[src/rtl/display_scan_ctrl.sv]
// Time-multiplexed 7-segment scan controller: walks one digit at a time through ON/GAP
// phases, feeding a shared BCD decoder from shadow registers that only update at frame start.
module display_scan_ctrl #(
    parameter int NDIG  = 4,
    parameter int DIV_W = 16,
    parameter int BLANK = 2
) (
    input  logic                 clk,
    input  logic                 rst,
    input  logic                 ena,
    input  logic [DIV_W-1:0]     div_val,
    input  logic [4*NDIG-1:0]    digits_in,
    input  logic                 load,
    input  logic                 lz_en,
    output logic [3:0]           bcd_out,
    output logic                 blank_out,
    output logic [NDIG-1:0]      digit_en,
    output logic                 frame_done,
    output logic                 load_ack
);
    localparam int IW = $clog2(NDIG);
    localparam int GW = (BLANK > 1) ? $clog2(BLANK + 1) : 1;

    typedef enum logic [1:0] {S_IDLE, S_ON, S_GAP} state_t;

    state_t              r_state, w_state;
    logic [IW-1:0]       r_idx, w_idx, w_nidx;
    logic [DIV_W-1:0]    r_cnt, w_cnt, r_dwell, w_dwell, w_d;
    logic [GW-1:0]       r_gcnt, w_gcnt;
    logic [4*NDIG-1:0]   r_shadow, w_shadow;
    logic                r_pend, w_pend;
    logic                w_fstart, w_ack;
    logic [NDIG-1:0]     w_hz;
    logic                w_z, w_on;
    logic [3:0]          w_bcd;
    logic                w_blank;
    logic [NDIG-1:0]     w_en;

    always_comb begin
        w_d      = (div_val == '0) ? DIV_W'(1) : div_val;
        w_nidx   = (r_idx == IW'(NDIG - 1)) ? '0 : r_idx + 1'b1;
        w_state  = r_state;
        w_idx    = r_idx;
        w_cnt    = r_cnt;
        w_dwell  = r_dwell;
        w_gcnt   = r_gcnt;
        w_shadow = r_shadow;
        w_pend   = r_pend | load;
        w_fstart = 1'b0;
        w_ack    = 1'b0;
        if (!ena) begin
            w_state = S_IDLE;
            w_idx   = '0;
            w_cnt   = '0;
            w_gcnt  = '0;
            // A fresh load seen while idle is taken immediately; a pending one waits for the frame.
            if (r_state == S_IDLE && load) begin
                w_shadow = digits_in;
                w_ack    = 1'b1;
                w_pend   = 1'b0;
            end
        end else begin
            case (r_state)
                S_IDLE: begin
                    w_state  = S_ON;
                    w_idx    = '0;
                    w_cnt    = DIV_W'(1);
                    w_dwell  = w_d;
                    w_fstart = 1'b1;
                end
                S_ON: begin
                    if (r_cnt < r_dwell) begin
                        w_cnt = r_cnt + 1'b1;
                    end else if (BLANK > 0) begin
                        w_state = S_GAP;
                        w_gcnt  = GW'(1);
                    end else begin
                        w_idx    = w_nidx;
                        w_cnt    = DIV_W'(1);
                        w_dwell  = w_d;
                        w_fstart = (w_nidx == '0);
                    end
                end
                S_GAP: begin
                    if (r_gcnt < GW'(BLANK)) begin
                        w_gcnt = r_gcnt + 1'b1;
                    end else begin
                        w_state  = S_ON;
                        w_idx    = w_nidx;
                        w_cnt    = DIV_W'(1);
                        w_dwell  = w_d;
                        w_fstart = (w_nidx == '0);
                    end
                end
                default: w_state = S_IDLE;
            endcase
            if (w_fstart && w_pend) begin
                w_shadow = digits_in;
                w_ack    = 1'b1;
                w_pend   = 1'b0;
            end
        end
    end

    // w_hz[i]: every shadow digit from the top down to i is zero.
    always_comb begin
        w_z  = 1'b1;
        w_hz = '0;
        for (int i = NDIG - 1; i >= 0; i--) begin
            w_z     = w_z & (w_shadow[4*i +: 4] == 4'd0);
            w_hz[i] = w_z;
        end
    end

    always_comb begin
        w_on    = (w_state == S_ON);
        w_bcd   = w_on ? w_shadow[{w_idx, 2'b00} +: 4] : 4'd0;
        w_blank = !w_on || (lz_en && (w_idx != '0) && w_hz[w_idx]);
        w_en    = w_on ? (NDIG'(1) << w_idx) : '0;
    end

    always_ff @(posedge clk) begin
        if (rst) begin
            r_state    <= S_IDLE;
            r_idx      <= '0;
            r_cnt      <= '0;
            r_dwell    <= '0;
            r_gcnt     <= '0;
            r_shadow   <= '0;
            r_pend     <= 1'b0;
            bcd_out    <= 4'd0;
            blank_out  <= 1'b1;
            digit_en   <= '0;
            frame_done <= 1'b0;
            load_ack   <= 1'b0;
        end else begin
            r_state    <= w_state;
            r_idx      <= w_idx;
            r_cnt      <= w_cnt;
            r_dwell    <= w_dwell;
            r_gcnt     <= w_gcnt;
            r_shadow   <= w_shadow;
            r_pend     <= w_pend;
            bcd_out    <= w_bcd;
            blank_out  <= w_blank;
            digit_en   <= w_en;
            frame_done <= w_fstart;
            load_ack   <= w_ack;
        end
    end
endmodule

[config.mk]
export PLATFORM = sky130hd
export DESIGN_NAME = display_scan_ctrl
export DESIGN_NICKNAME = d
export VERILOG_FILES = /design/src/rtl/display_scan_ctrl.sv
export SDC_FILE = /design/constraint.sdc
export NUM_CORES = 1
export LEC_CHECK = 0
export CORE_UTILIZATION = 51
export CTS_BUF_LIST = sky130_fd_sc_hd__clkbuf_2
export DETAILED_ROUTE_END_ITERATION = 10
export PLACE_DENSITY = 0.79
export SETUP_SLACK_MARGIN = 0.15
export SLEW_MARGIN = 20
export SYNTH_ARGS = -nofsm -noshare
export SYNTH_HDL_FRONTEND = slang
export SYNTH_SLANG_ARGS = --single-unit
[constraint.sdc]
create_clock -name clk -period 2.4 [get_ports clk]
set_clock_uncertainty 0.15 [all_clocks]
set_input_delay 0.48 -clock clk [delete_from_list [all_inputs] [get_ports clk]]
set_output_delay 0.48 -clock clk [all_outputs]
set_load 0.02 [all_outputs]
Yosys cells after proc, flatten, opt, wreduce, memory -nomap -nowiden
Cells that the tools add are included.
Widths: inputs -> output; s select.

storage, ports and cells
  flip-flop bits (word level) = 66
  logic and storage cells = 87

cells by class
  $add $sub $neg = 3
  magnitude comparators = 3
  equal/unequal tests = 8
  shift operators = 2
  muxes and demuxes = 31
  bitwise gates (word level) = 6
  reduce and logical (&&, ||, !) cells = 22

operator list
  operator               number
  $mux 16                7
  $pmux 16 s3            1
  $pmux 16 s2            1
  $add 16x1->16 const B  1
  $logic_not 16->1       1
  $logic_not 4->1        4
  $lt 16x16->1           1
  $mux 2                 8
  $shiftx 16x5->4        1
  $mux 1                 9
  $reduce_and 3->1       3
  $ne 2x2->1 const B     4
  $pmux 2 s2             2
  $pmux 2 s3             1
  $reduce_bool 2->1      3
  $add 2x1->2 const B    2
  $eq 2x1->1 const B     2
  $eq 2x2->1 const B     2
  $logic_and 1x1->1      4
  $logic_not 2->1        2
  $reduce_or 2->1        2
  $shl 1x2->4 const A    1
  $and 1x1->1            3
  $lt 2x3->1 const B     1
  8 further kinds        9

Depth between registers and ports, before layout
Gate-level depths: netlist (run 1).

  depth after elaboration = 17
  gate-level depth with buffers = 11
  mapped depth without buffers = 9

Worst setup path before layout (run 1)
OpenSTA, ideal clock, no wires.

  path kind = flip-flop to flip-flop
  start point = reg r_dwell[15]
  end point = reg bcd_out[0]
  library setup time = 0.115 ns
  data arrival time = 2.259 ns
  required time = 2.135 ns
  setup slack = -0.124 ns
  cell stages (with the launch flop) = 12
  buffers on the path = 2
  period minus slack after synthesis = 2.524 ns
  cell sequence = dfxtp_1 > inv_1 > ha_1 > nand4_1 > or3_1 > or4_1 > buf_2 > nand3_4 > buf_6 > a21o_4 > inv_2 > o21a_1

on the way
  longest elaborated chain between the ends = 7

RTL lines
  item                              line  text
  start: declaration                28    logic [DIV_W-1:0] r_cnt, w_cnt, r_dwell, w_dwell, w_d;
  start signal: assignment          140   r_dwell <= w_dwell;
  $lt 16x16->1                      72    if (r_cnt < r_dwell) begin
  $mux 2                            72
  $pmux 2 s3                        63    case (r_state)
  $mux 2                            51    if (!ena) begin
  $eq 2x1->1                        116   w_on = (w_state == S_ON);
  $not 1->1 (no source line)        --
  $reduce_or 2->1 (no source line)  --
  end signal: assignment            144   bcd_out <= w_bcd;
  end: declaration                  15    output logic [3:0] bcd_out,

Every way passes these cells.
A chain may end at the register's enable or synchronous reset.

Worst setup path in the final report (run 1)
  start point = reg r_cnt[11]
  end point = reg r_cnt[6]

on the way
  longest elaborated chain between the ends = 3

RTL lines
  item                               line  text
  start: declaration                 28
  start signal: assignment           139   r_cnt <= w_cnt;
  $lt 16x16->1                       72
  $ne 2x2->1 (no source line)        --
  $reduce_and 3->1 (no source line)  --

Every way passes these cells.

==> results of run 1 <==
-- worst max-delay path, stage by stage (launching register included) --
cell      delay (ns)
dfxtp_2         0.45
ha_4            0.23
a21oi_1         0.35
o21bai_4        0.15
nor3_4          0.27
nand3_4         0.15
buf_4           0.19
or4_1           0.53
a21oi_1         0.17
-- logic make-up after synthesis --
family,count (synthesis),synth area share (%)
mux,28,8.719
flops,66,41.11
buf+inv,34,4.437
fa+ha+maj,18,7.007
simple gates,143,23.01
xor+xnor,2,0.5451
compound gates,73,15.18
-- power breakdown --
group | internal [mW] | total [mW] | switching, mW
registers | 1.15 | 1.18 | 0.0298
logic | 0.240 | 0.461 | 0.221
clock network | 0.247 | 0.641 | 0.394
total | 1.63 | 2.28 | 0.644
-- worst paths after layout --
kind                                start  cells past startpoint                 endpoint
setup / recovery   r_cnt[11]$_SDFFE_PP0P_                      8    r_cnt[6]$_SDFFE_PP0P_
hold / removal    r_shadow[15]$_SDFF_PP0_                      2  r_shadow[15]$_SDFF_PP0_
setup reg to reg   r_cnt[11]$_SDFFE_PP0P_                      8    r_cnt[6]$_SDFFE_PP0P_
hold reg to reg   r_shadow[15]$_SDFF_PP0_                      2  r_shadow[15]$_SDFF_PP0_
-- metal layers --
| metal | wire [um] | track usage, % | part of all wire (%) | vias up |
|---|---|---|---|---|
| li1 | - | - | - | 1515 |
| met1 | 4088 | 38.33 | 41 | 1580 |
| met2 | 4605 | 46.33 | 46 | 215 |
| met3 | 850 | 5.506 | 8.4 | 53 |
| met4 | 517 | 15.36 | 5.1 | 0 |
| met5 | 0 | 0 | 0 | - |
-- cell usage in the layout, fill, tap and decap left out, types with 4 or more instances in the layout --
master	Yosys	final
a21oi_1	26	23
and3_1	5	5
buf_4	0	42
buf_6	1	6
clkbuf_2	0	12
clkdlybuf4s50_1	0	47
dfxtp_1	66	57
dfxtp_2	0	8
ha_1	18	14
ha_4	0	4
inv_1	18	15
mux2i_1	28	28
nand2_1	30	29
nand2b_1	5	5
nand3_1	11	9
nand4_1	6	6
nor2_1	40	40
nor3_1	9	4
nor4_1	6	6
o21a_1	5	5
o21ai_2	0	4
o31ai_2	0	4
or4_1	9	8
-- registers in the layout (all words and copies together) (netlist names), named ones only --
register / cells
r_dwell: 16
r_cnt: 16
bcd_out: 4
r_idx: 2
r_state: 2
r_shadow: 16
frame_done: 1
r_gcnt: 2
blank_out: 1
load_ack: 1
digit_en: 4
-- what timing repair did --
action                                  CTS  global route
hold buffers                              0             0
pin swaps                                19            16
endpoints found under the setup margin   29            31
setup buffers                            10             3
resized for setup                        43            18
cloned                                    1             0
-- area by class of cell --
| cell class | count | area, um^2 | area share (%) |
|---|---|---|---|
| Timing Repair Buffer | 98 | 913.4 | 20.17 |
| Sequential cell | 66 | 1335 | 29.48 |
| Inverter | 19 | 73.82 | 1.630 |
| Clock inverter | 4 | 42.54 | 0.9395 |
| Tap cell | 75 | 93.84 | 2.072 |
| Multi-Input combinational cell | 265 | 2009 | 44.38 |
| Clock buffer | 12 | 60.06 | 1.326 |
-- stage by stage --
step | cells | power, mW
after floorplan | 364 | 1.392
after global placement | 509 | 1.565
after detailed placement | 509 | 1.575
after CTS | 536 | 2.232
after global routing | 539 | 2.358
final | 539 | 2.277
==> key figures, run 1 <==
Clock network
  • CTS Sinks: 66
  • Clk Latency, worst-skew pair: 0.48 ns
  • Clk root buf: clkbuf_2
  • CTS buffer count: 9
  • Clock Path Buffers: 2
  • Worst-path clk slew: 0.18 ns
  • CTS tree: done
  • H-tree levels: 3

GRT
  • Pin count of the biggest net entering global routing: 36
  • Global-route wire length before repair: 14.61 mm
  • Global route overflow: 0
  • Initial antenna violation count: 0
  • Vias in the first global route: 3,100
  • GRT Total Usage: 29.54%

Min path
  • Worst hold path class: register to register

Synthesis
  • Top cell type's share of synthesized area: 41.11%
  • Synth cell types: 52
  • Ys async rst share: 0%
  • Syn Nets: 419
  • Syn_area_per_cell: 8.831 um^2
  • Area leader, netlist: dfxtp_1
  • Synth top cells by count: dfxtp_1 (66), nor2_1 (40), nand2_1 (30), mux2i_1 (28), a21oi_1 (26)
  • Synthesis-stage register bit count: 66
  • Synth warn: 0
  • Mapped Cells: 364
  • Area contributors post-synth: dfxtp_1 (41%), mux2i_1 (8.7%), ha_1 (7.0%)
  • Top FF cell, synth: dfxtp_1
  • Number of flops mapped to enable cells by yosys: 0
  • Sequential share of the synthesized area: 41.11%
  • Count leader, synth: dfxtp_1
  • Syn Std Cell Area: 0.003214 mm^2

Setup path
  • Worst-path maximum fanout: 6
  • Crit Path Category: register to register
  • Element type at the critical path end: register
  • Critical Path Source Type: register
  • Critical Path AT: 2.96 ns
  • Flop2flop setup slack: -0.29 ns
  • Worst path required time: 2.67 ns

Cells and area
  • Fraction of layout cells with a size suffix above 1: 25.65%
  • Fin util: 75.58%
  • Post-route design area: 0.004528 mm^2
  • P&R area growth vs syn: 40.87%
  • ANT cells: 0
  • Final #Nets: 514
  • Number of fill cells: 402

Floorplan
  • I/O pin count: 48
  • Die width: 81.39 um
  • DIE HEIGHT: 81.39 um
  • Die area: 0.006624 mm^2
  • Rows: 28
  • Core Box Area: 0.005991 mm^2
  • Starting density of the core: 53.65%

Timing
  • Max Slew Vio Count: 0
  • Slew margin rel.: 67.79%
  • Setup TNS: -1.317 ns
  • Final min period: 2.690 ns
  • # setup viols final: 16
  • Hold Vio Cnt, Final: 0
  • Worst Slack Setup Final: -0.2895 ns
  • Worst-Margin Slew: 0.4764 ns
  • Final period util: 112.1%
  • RSZ-0062 raised after global routing: true
  • Hold_ws: 0.3393 ns
  • Max Freq: 371.8 MHz

Place
  • Placement Setup Slack: -0.2470 ns
  • Post-DP HPWL: 6.101 mm
  • RD Place Congestion: 0.9477
  • IO buf count: 47
  • Placed cell area: 0.004044 mm^2

Routing
  • Via count: 3,363
  • Detailed-route DRC error count: 0
  • Final ANT Viol Nets: 0
  • Routed WL per cell: 18.67 um
  • Router iterations before antenna repair: 5
  • 1st-iter DRT viols: 414
  • Routed WL: 10.06 mm
  • Mean number of vias per cell: 6.239

Job
  • Max-cap violations: 0

Run status
  • Outcome: finished with violations
  • Failing checks: setup timing

Power
  • Pwr/cell area: 502.8 mW/mm^2
  • Leakage: 1.775 nW
  • Max VDD drop: 0.4009 mV
Power figures use the tool's default switching activity.
==> run 2, diff against run 1 <==
--- a/config.mk
+++ b/config.mk
@@ -8,6 +8,7 @@
 export CORE_UTILIZATION = 51
 export CTS_BUF_LIST = sky130_fd_sc_hd__clkbuf_2
 export DETAILED_ROUTE_END_ITERATION = 10
+export MAX_ROUTING_LAYER = met4
 export PLACE_DENSITY = 0.79
 export SETUP_SLACK_MARGIN = 0.15
 export SLEW_MARGIN = 20
==> key figures, run 2 (synthesis gave the netlist of run 1 again) <==
Power
  • Sequential power share: 54.7%
  • Leakage: 1.719 nW
  • P_int: 1.500 mW
  • Max VDD drop: 0.3355 mV
  • Comb pwr share: 20.9%
  • Switch share: 30.22%
  • Pwr/cell area: 485.4 mW/mm^2
  • Clock power frac: 24.4%
  • Overall power: 2.149 mW
  • Switching Power: 649.3 uW

GRT
  • Global route overflow: 0
  • Vias in the first global route: 3,150
  • Pin count of the biggest net entering global routing: 36
  • GRT Total Usage: 30.97%
  • Initial antenna violation count: 0
  • Global-route wire length before repair: 14.88 mm

Floorplan
  • I/O pin count: 48
  • Starting density of the core: 53.65%
  • Rows: 28
  • Die area: 0.006624 mm^2
  • Core Box Area: 0.005991 mm^2
  • Die width: 81.39 um
  • DIE HEIGHT: 81.39 um

Min path
  • Worst hold path class: register to register

Setup path
  • Worst-path maximum fanout: 5
  • Crit Path Category: register to register
  • Worst path required time: 2.71 ns
  • Critical Path AT: 2.87 ns
  • Critical Path Source Type: register
  • Element type at the critical path end: register

Timing
  • # setup viols final: 23
  • RSZ-0062 raised after global routing: true
  • Hold Vio Cnt, Final: 0
  • Slew margin rel.: 67.02%
  • Final min period: 2.557 ns
  • Max Freq: 391.1 MHz
  • Worst-Margin Slew: 0.4933 ns
  • Final period util: 106.5%
  • Worst Slack Setup Final: -0.1568 ns
  • Max Slew Vio Count: 0

Clock network
  • Clk Latency, worst-skew pair: 0.52 ns
  • Clock Path Buffers: 2
  • Worst-path clk slew: 0.20 ns
  • H-tree levels: 3
  • CTS Sinks: 66
  • Clk root buf: clkbuf_2
  • CTS tree: done
  • CTS buffer count: 9

Place
  • IO buf count: 47
  • RD Place Congestion: 0.9531
  • Post-DP HPWL: 6.343 mm
  • Dpl cells: 507
  • Placed cell area: 0.004029 mm^2
  • Placement Setup Slack: -0.2141 ns

Cells and area
  • Largest regs: r_cnt: 16 flops, r_dwell: 16 flops, r_shadow: 16 flops
  • ANT cells: 0
  • Final #Nets: 508
  • Fin cells: 532
  • Fraction of layout cells with a size suffix above 1: 25.60%
  • P&R area growth vs syn: 37.72%
  • Post-route design area: 0.004427 mm^2
  • Leading cell type in the layout, fill and taps excluded: dfxtp_1
  • Most frequent cells in the layout: dfxtp_1 (55), clkdlybuf4s50_1 (47), nor2_1 (40)

Run status
  • Failing checks: setup timing
  • Outcome: finished with violations

Routing
  • Via count: 3,312
  • Final ANT Viol Nets: 0
  • Routed WL per cell: 18.50 um
  • Routed WL: 9.840 mm
  • Detailed-route DRC error count: 0
  • Router iterations before antenna repair: 6
  • Mean number of vias per cell: 6.226
  • 1st-iter DRT viols: 450

Job
  • Max-cap violations: 0
run 2: what timing repair did:
action,CTS,global route
pin swaps,11,11
buffers inserted,10,0
cloned,0,0
setup endpoints to repair,29,30
hold buffers,0,0
gates resized for setup,47,20
run 2: per-layer routing:
metal / share of wire, % / vias up / global-route usage [%]
li1: - / 1505 / -
met1: 41 / 1544 / 39.56
met2: 46 / 209 / 48.92
met3: 8.5 / 54 / 4.944
met4: 3.6 / 0 / 11.61
met5: 0 / - / -
run 2: area by class of cell:
class                      instances  area [um^2]
tap                               75        93.84
timing repair buffer              93        859.6
inverter                          19        73.82
clock buffer                      10        50.05
fill                             414         1564
sequential                        66         1340
multi-input combinational        264         1987
clock inverter                     5        22.52
run 2: path summary, 6_finish.rpt:
check                           startpoint  cells after the start                 endpoint  slack, ns
hold / removal     r_shadow[13]$_SDFF_PP0_                      2  r_shadow[13]$_SDFF_PP0_       0.34
hold reg to reg    r_shadow[13]$_SDFF_PP0_                      2  r_shadow[13]$_SDFF_PP0_       0.34
setup reg to reg  r_dwell[10]$_SDFFE_PP0P_                     10    r_cnt[6]$_SDFFE_PP0P_      -0.16
setup / recovery  r_dwell[10]$_SDFFE_PP0P_                     10    r_cnt[6]$_SDFFE_PP0P_      -0.16
run 2: stage by stage:
step	util [%]	hold slack [ns]	setup TNS, ns
after detailed placement	67.25	0.3162	-2.770
after floorplan	-	0.2886	0
after global placement	67.25	0.3032	-1.440
final	73.89	0.3391	-1.676
after CTS	72.35	0.3374	-0.2346
after global routing	73.89	0.3697	-3.263
run 2: power by group through the flow:
stage / Combinational (mW) / Clock [mW] / Sequential [mW]
final: 0.450 / 0.524 / 1.18
after global routing: 0.479 / 0.569 / 1.18
after CTS: 0.424 / 0.517 / 1.17
after detailed placement: 0.377 / 0 / 1.20
after global placement: 0.366 / 0 / 1.20
after floorplan: 0.194 / 0 / 1.20
run 2: worst max-delay path, stage by stage (launching register included):
cell	delay, ns
dfxtp_2	0.38
inv_1	0.06
ha_1	0.30
nand2_2	0.09
or3_4	0.38
or4_4	0.48
nand3_4	0.14
buf_6	0.15
buf_6	0.11
o31ai_2	0.07
a21oi_1	0.20
